--- src/rtl/defines.sv ---
// Shared TBUS encodings used by the load/store path and the dcache arbiter.
`ifndef TBUS_DEFINES_SV
`define TBUS_DEFINES_SV

`define TBUS_OPTYPE_RANGE 1:0
`define TBUS_READ         2'b00
`define TBUS_WRITE        2'b01

`define ARB_OWNER_LOAD    1'b0
`define ARB_OWNER_STORE   1'b1

`endif

--- src/rtl/tbus_arbiter_pkg.sv ---
// Types and helpers shared by the TBUS load/store arbiter and its grant picker.
`ifndef TBUS_DEFINES_SV
`include "defines.sv"
`endif

package tbus_arbiter_pkg;

   localparam int TBUS_W = 64;

   typedef enum logic {
      ARB_IDLE = 1'b0,
      ARB_BUSY = 1'b1
   } arb_state_e;

   typedef struct packed {
      logic [TBUS_W-1:0]         index;
      logic [TBUS_W-1:0]         write_data;
      logic [TBUS_W-1:0]         write_mask;
      logic [`TBUS_OPTYPE_RANGE] operation_type;
   } tbus_req_t;

   // The starvation counter is 3 bits wide, so larger limits behave as 7.
   function automatic logic [2:0] starve_limit_sat(input int limit);
      if (limit > 7)
         return 3'd7;
      else if (limit < 0)
         return 3'd0;
      else
         return 3'(limit);
   endfunction

endpackage

--- src/rtl/tbus_age_pick.sv ---
// Chooses between the load and store-queue requesters, letting loads win until
// the store queue has watched STARVE_LIMIT consecutive load grants go by.
`ifndef TBUS_DEFINES_SV
`include "defines.sv"
`endif

module tbus_age_pick
   import tbus_arbiter_pkg::*;
#(
   parameter int STARVE_LIMIT = 4
) (
   input  logic clock,
   input  logic reset_n,
   input  logic ld_valid,
   input  logic sq_valid,
   input  logic flush_valid,
   input  logic ld_fire,
   input  logic sq_fire,
   output logic sel_load,
   output logic sel_store
);

   localparam logic [2:0] LIMIT = starve_limit_sat(STARVE_LIMIT);

   logic [2:0] starve_cnt;
   logic       ld_eligible;

   // A flushed load is never a candidate, which hands the slot to the store queue.
   always_comb begin
      ld_eligible = ld_valid & ~flush_valid;
      sel_store   = sq_valid & (~ld_eligible | (starve_cnt >= LIMIT));
      sel_load    = ld_eligible & ~sel_store;
   end

   always_ff @(posedge clock or negedge reset_n) begin
      if (!reset_n)
         starve_cnt <= 3'd0;
      else if (!sq_valid || sq_fire)
         starve_cnt <= 3'd0;
      else if (ld_fire && (starve_cnt != 3'd7))
         starve_cnt <= starve_cnt + 3'd1;
   end

endmodule

--- src/rtl/tbus_arbiter.sv ---
// Arbitrates the load port and store-queue port onto a single dcache TBUS with
// one transaction outstanding; flushes kill only the response of a pending load.
`ifndef TBUS_DEFINES_SV
`include "defines.sv"
`endif

module tbus_arbiter
   import tbus_arbiter_pkg::*;
#(
   parameter int STARVE_LIMIT = 4
) (
   input  logic                      clock,
   input  logic                      reset_n,

   input  logic                      ld2arb_tbus_index_valid,
   output logic                      ld2arb_tbus_index_ready,
   input  logic [63:0]               ld2arb_tbus_index,
   input  logic [63:0]               ld2arb_tbus_write_data,
   input  logic [63:0]               ld2arb_tbus_write_mask,
   input  logic [`TBUS_OPTYPE_RANGE] ld2arb_tbus_operation_type,
   output logic [63:0]               ld2arb_tbus_read_data,
   output logic                      ld2arb_tbus_operation_done,

   input  logic                      sq2arb_tbus_index_valid,
   output logic                      sq2arb_tbus_index_ready,
   input  logic [63:0]               sq2arb_tbus_index,
   input  logic [63:0]               sq2arb_tbus_write_data,
   input  logic [63:0]               sq2arb_tbus_write_mask,
   input  logic [`TBUS_OPTYPE_RANGE] sq2arb_tbus_operation_type,
   output logic [63:0]               sq2arb_tbus_read_data,
   output logic                      sq2arb_tbus_operation_done,

   output logic                      arb2dcache_tbus_index_valid,
   input  logic                      arb2dcache_tbus_index_ready,
   output logic [63:0]               arb2dcache_tbus_index,
   output logic [63:0]               arb2dcache_tbus_write_data,
   output logic [63:0]               arb2dcache_tbus_write_mask,
   output logic [`TBUS_OPTYPE_RANGE] arb2dcache_tbus_operation_type,
   input  logic [63:0]               arb2dcache_tbus_read_data,
   input  logic                      arb2dcache_tbus_operation_done,

   input  logic                      flush_valid
);

   arb_state_e state;
   arb_state_e state_next;
   logic       owner;
   logic       killed;
   logic       sel_load;
   logic       sel_store;
   logic       ld_fire;
   logic       sq_fire;
   logic       arb_fire;
   logic       grant_active;
   tbus_req_t  ld_req;
   tbus_req_t  sq_req;
   tbus_req_t  arb_req;

   assign ld_req   = {ld2arb_tbus_index, ld2arb_tbus_write_data,
                      ld2arb_tbus_write_mask, ld2arb_tbus_operation_type};
   assign sq_req   = {sq2arb_tbus_index, sq2arb_tbus_write_data,
                      sq2arb_tbus_write_mask, sq2arb_tbus_operation_type};
   assign ld_fire  = ld2arb_tbus_index_valid & ld2arb_tbus_index_ready;
   assign sq_fire  = sq2arb_tbus_index_valid & sq2arb_tbus_index_ready;
   assign arb_fire = arb2dcache_tbus_index_valid & arb2dcache_tbus_index_ready;

   tbus_age_pick #(
      .STARVE_LIMIT (STARVE_LIMIT)
   ) u_age_pick (
      .clock       (clock),
      .reset_n     (reset_n),
      .ld_valid    (ld2arb_tbus_index_valid),
      .sq_valid    (sq2arb_tbus_index_valid),
      .flush_valid (flush_valid),
      .ld_fire     (ld_fire),
      .sq_fire     (sq_fire),
      .sel_load    (sel_load),
      .sel_store   (sel_store)
   );

   // Owner and kill flag travel with the FSM: captured at fire, cleared on completion.
   always_ff @(posedge clock or negedge reset_n) begin
      if (!reset_n) begin
         state  <= ARB_IDLE;
         owner  <= `ARB_OWNER_LOAD;
         killed <= 1'b0;
      end else begin
         state <= state_next;
         if ((state == ARB_IDLE) && arb_fire) begin
            owner  <= sel_store ? `ARB_OWNER_STORE : `ARB_OWNER_LOAD;
            killed <= 1'b0;
         end else if (state == ARB_BUSY) begin
            if (arb2dcache_tbus_operation_done)
               killed <= 1'b0;
            else if (flush_valid && (owner == `ARB_OWNER_LOAD))
               killed <= 1'b1;
         end
      end
   end

   always_comb begin
      state_next = state;
      case (state)
         ARB_IDLE: if (arb_fire) state_next = ARB_BUSY;
         ARB_BUSY: if (arb2dcache_tbus_operation_done) state_next = ARB_IDLE;
         default:  state_next = ARB_IDLE;
      endcase
   end

   // Outputs are forced quiet while reset is held, even though requesters may be active.
   always_comb begin
      grant_active                = reset_n && (state == ARB_IDLE);
      arb_req                     = '0;
      arb2dcache_tbus_index_valid = 1'b0;
      ld2arb_tbus_index_ready     = 1'b0;
      sq2arb_tbus_index_ready     = 1'b0;
      ld2arb_tbus_operation_done  = 1'b0;
      ld2arb_tbus_read_data       = '0;
      sq2arb_tbus_operation_done  = 1'b0;
      sq2arb_tbus_read_data       = '0;

      if (grant_active && sel_store) begin
         arb_req                     = sq_req;
         arb2dcache_tbus_index_valid = 1'b1;
         sq2arb_tbus_index_ready     = arb2dcache_tbus_index_ready;
      end else if (grant_active && sel_load) begin
         arb_req                     = ld_req;
         arb2dcache_tbus_index_valid = 1'b1;
         ld2arb_tbus_index_ready     = arb2dcache_tbus_index_ready;
      end

      if (reset_n && (state == ARB_BUSY) && arb2dcache_tbus_operation_done) begin
         if (owner == `ARB_OWNER_STORE) begin
            sq2arb_tbus_operation_done = 1'b1;
            sq2arb_tbus_read_data      = arb2dcache_tbus_read_data;
         end else if (!killed && !flush_valid) begin
            ld2arb_tbus_operation_done = 1'b1;
            ld2arb_tbus_read_data      = arb2dcache_tbus_read_data;
         end
      end

      arb2dcache_tbus_index          = arb_req.index;
      arb2dcache_tbus_write_data     = arb_req.write_data;
      arb2dcache_tbus_write_mask     = arb_req.write_mask;
      arb2dcache_tbus_operation_type = arb_req.operation_type;
   end

endmodule

--- config.mk ---
export PLATFORM = sky130hd
export DESIGN_NAME = tbus_arbiter
export DESIGN_NICKNAME = d
export VERILOG_FILES = /design/src/rtl/tbus_arbiter_pkg.sv /design/src/rtl/tbus_age_pick.sv /design/src/rtl/tbus_arbiter.sv
export VERILOG_INCLUDE_DIRS = /design/src /design/src/rtl
export SDC_FILE = /design/constraint.sdc
export NUM_CORES = 1
export LEC_CHECK = 0
export ABC_AREA = 1
export CORE_AREA = 3 3 308 310
export DETAILED_ROUTE_END_ITERATION = 12
export DIE_AREA = 0 0 311 313
export SLEW_MARGIN = 25
export SYNTH_ARGS = -nofsm -noshare
export SYNTH_HDL_FRONTEND = slang
export SYNTH_SLANG_ARGS = --single-unit
--- constraint.sdc ---
create_clock -name clock -period 4.3 [get_ports clock]
set_clock_uncertainty 0.05 [all_clocks]
set_input_delay 0.43 -clock clock [delete_from_list [all_inputs] [get_ports clock]]
set_output_delay 0.43 -clock clock [all_outputs]
set_load 0.005 [all_outputs]
==> impl_results.md <==
- Status: finished clean
- FILL cells: 10.7k
- Row cnt: 111
- Hold_buf cts: 0
- Clock transition at path regs: 0.03 ns
- Die height: 313 microns
- Worst-margin pin slew: 0.842 ns
- Clock Latency Late Sink: 0.23 ns
- Slew Viols, Final: 0
- Worst hold stages: 2
- Pwr per Cell Area: 103 nW/um^2
- Fmax: 273 MHz
- Number of top-level pins: 786
- Synth Area per Inst: 4.30 sq um
- CTS root buf: clkbuf_16
- Tmin final: 3.66 ns
- #FFs+latches synth: 6
- Number of global-route vias before repair: 8867
- Synth unique cells: 17
- Routed vias: 9268
- Ys Warns: 0
- RePlAce Congestion: 0.951
- Crit path arrival time: 3.18 ns
- Final #Nets: 2103
- Clock Path Buffers: 2
- Post-CTS Setup Inserts: 0
- Crit path capture type: output pin
- RSZ-0062 raised after global routing: no
- Worst VDD drop: 0.000103 V
- Worst hold path type: register to register
- CP max FO: 151
- Post-Syn Instances: 910
- Drt drc: 0
- Setup_tns: 0 ns
- Critical Path Start Type: input port
- Initial DRC Count: 712
- Design Power: 1.38 mW
- Worst-case reg-to-reg path depth: 7
- HPWL after detailed placement: 67500 microns
- Num CTS Buffers: 3
- Clk sink count: 6
- Vias per cell: 3.21
- Syn nets: 1371
- Cell Area, Synth: 3920 sq um
- Global-route usage over all layers: 14.3%
- DR pass1 iterations: 5
- Remaining global-route overflow: 0
- Largest net degree at the start of global routing: 152
- CTS tree: yes
- Slew margin rel.: 43.9%
- Initial core utilization: 4.26%
- Sequential share of the synthesized area: 3.83%
- Final period utilization: 85.2%
- Core Region: 91900 sq um
- Remaining antenna violation count: 0
- Routed length per instance: 25.7 microns
- Final setup vio count: 0
- # port buffers: 785
- WP data required: 3.82 ns
- Synth-to-Final Area Change: 244%
- Die area: 97300 sq um
- MaxCap Viol Count: 0
- CTS H-tree lvls: 1
- Chip width: 311 microns
- Share of cells above drive strength 1: 4.33%
- First-pass GRT wire length: 92600 microns
- Final hold violations: 0
- Initial antenna violation count: 27
- Post_cts resized: 0
- CP Class: input port to output pin
- Leakage Power: 5.69 nW
- Total Wirelength: 74200 microns
## sequential cells by signal (all words and copies together) (netlist names)
name,flops
u_age_pick.starve_cnt,3
owner,1
killed,1
state,1
## logic make-up (layout without fill, tap and decap cells)
kind of cell             count (synthesis)  in the layout  synth area share, %
AND/OR/NAND/NOR                        740            740                 77.6
buffers and inverters                  157            887                 17.3
flip-flops                               6              6                 3.83
AO/OA/AOI/OAI                            5              5                0.639
other                                    0              6                    0
adder cells (fa/ha/maj)                  2              2                0.639
## through the flow
stage | instance area, sq um | std cells | hold WS (ns) | worst slack [ns] | util, %
floorplan | 3920 | 910 | 0.0844 | 2.47 | -
global placement | 13400 | 2880 | 0.449 | 0.765 | 14.5
detailed placement | 13400 | 2880 | 0.458 | 0.766 | 14.5
CTS | 13400 | 2883 | 0.464 | 0.714 | 14.6
global route | 13500 | 2884 | 0.500 | 0.545 | 14.6
finish | 13500 | 2889 | 0.465 | 0.637 | 14.6
## cells in the mapped netlist
cell | n | area (sq um)
buf_6 | 5 | 56.3
buf_1 | 6 | 22.5
dfrtp_1 | 6 | 150
a21oi_1 | 2 | 10.0
clkinv_1 | 1 | 3.75
inv_1 | 77 | 289
clkbuf_1 | 28 | 105
buf_2 | 37 | 185
ha_1 | 2 | 25.0
nand2_1 | 401 | 1510
nor2_1 | 134 | 503
inv_2 | 2 | 7.51
nand3_1 | 202 | 1010
nor3_1 | 2 | 10.0
buf_4 | 1 | 7.51
o21ai_0 | 3 | 15.0
nor2_4 | 1 | 11.3
## worst max-delay path, stage by stage
cell,delay [ns]
clkdlybuf4s50_1,0.57
inv_1,0.12
nor2_4,0.14
buf_12,0.49
buf_4,0.45
nand3_1,0.14
nand2_1,0.10
clkdlybuf4s50_1,0.51
## worst paths after layout
path | startpoint | endpoint | slack (ns)
worst max-delay path | reset_n | arb2dcache_tbus_write_data[49] | 0.64
max in group asynchronous | reset_n | u_age_pick.starve_cnt[2] | 3.48
worst min register to register | killed | killed | 0.47
worst min-delay path | killed | killed | 0.47
worst max register to register | state | u_age_pick.starve_cnt[2] | 2.21
min in group asynchronous | reset_n | state | 0.59
## routing by layer
| metal | up-vias | track usage [%] | wire, microns |
|---|---|---|---|
| met5 | - | 0 | 93 |
| met3 | 62 | 6.86 | 9340 |
| met2 | 629 | 23.4 | 33700 |
| met4 | 16 | 0.903 | 565 |
| met1 | 4309 | 17.8 | 30500 |
| li1 | 4252 | - | - |
## where the power goes
part	switching (mW)	internal (mW)	leakage, nW
combinational	0.508	0.657	5.57
clock	0.0333	0.120	0.0370
sequential	0.00395	0.0615	0.0785
total	0.545	0.838	5.69
## cell type report
type	count	area (sq um)	share of cell area, %
repair buffers	804	8260	61.3
multi-input cells	747	3100	23.0
well taps	1243	1560	11.6
inverters	80	315	2.34
flip-flops and latches	6	150	1.12
clock buffers	3	75.1	0.558
diodes	6	15.0	0.112
## layout by cell type, fill, tap and decap left out, drive strengths merged
master         netlist  final
a21oi                2      2
buf                 49     62
clkbuf              28      3
clkdlybuf4s50        0    742
dfrtp                6      6
diode                0      6
ha                   2      2
inv                 79     80
nand2              401    401
nand3              202    202
nor2               135    135
nor3                 2      2
o21ai                3      3
(Power assumes the default switching activity.)
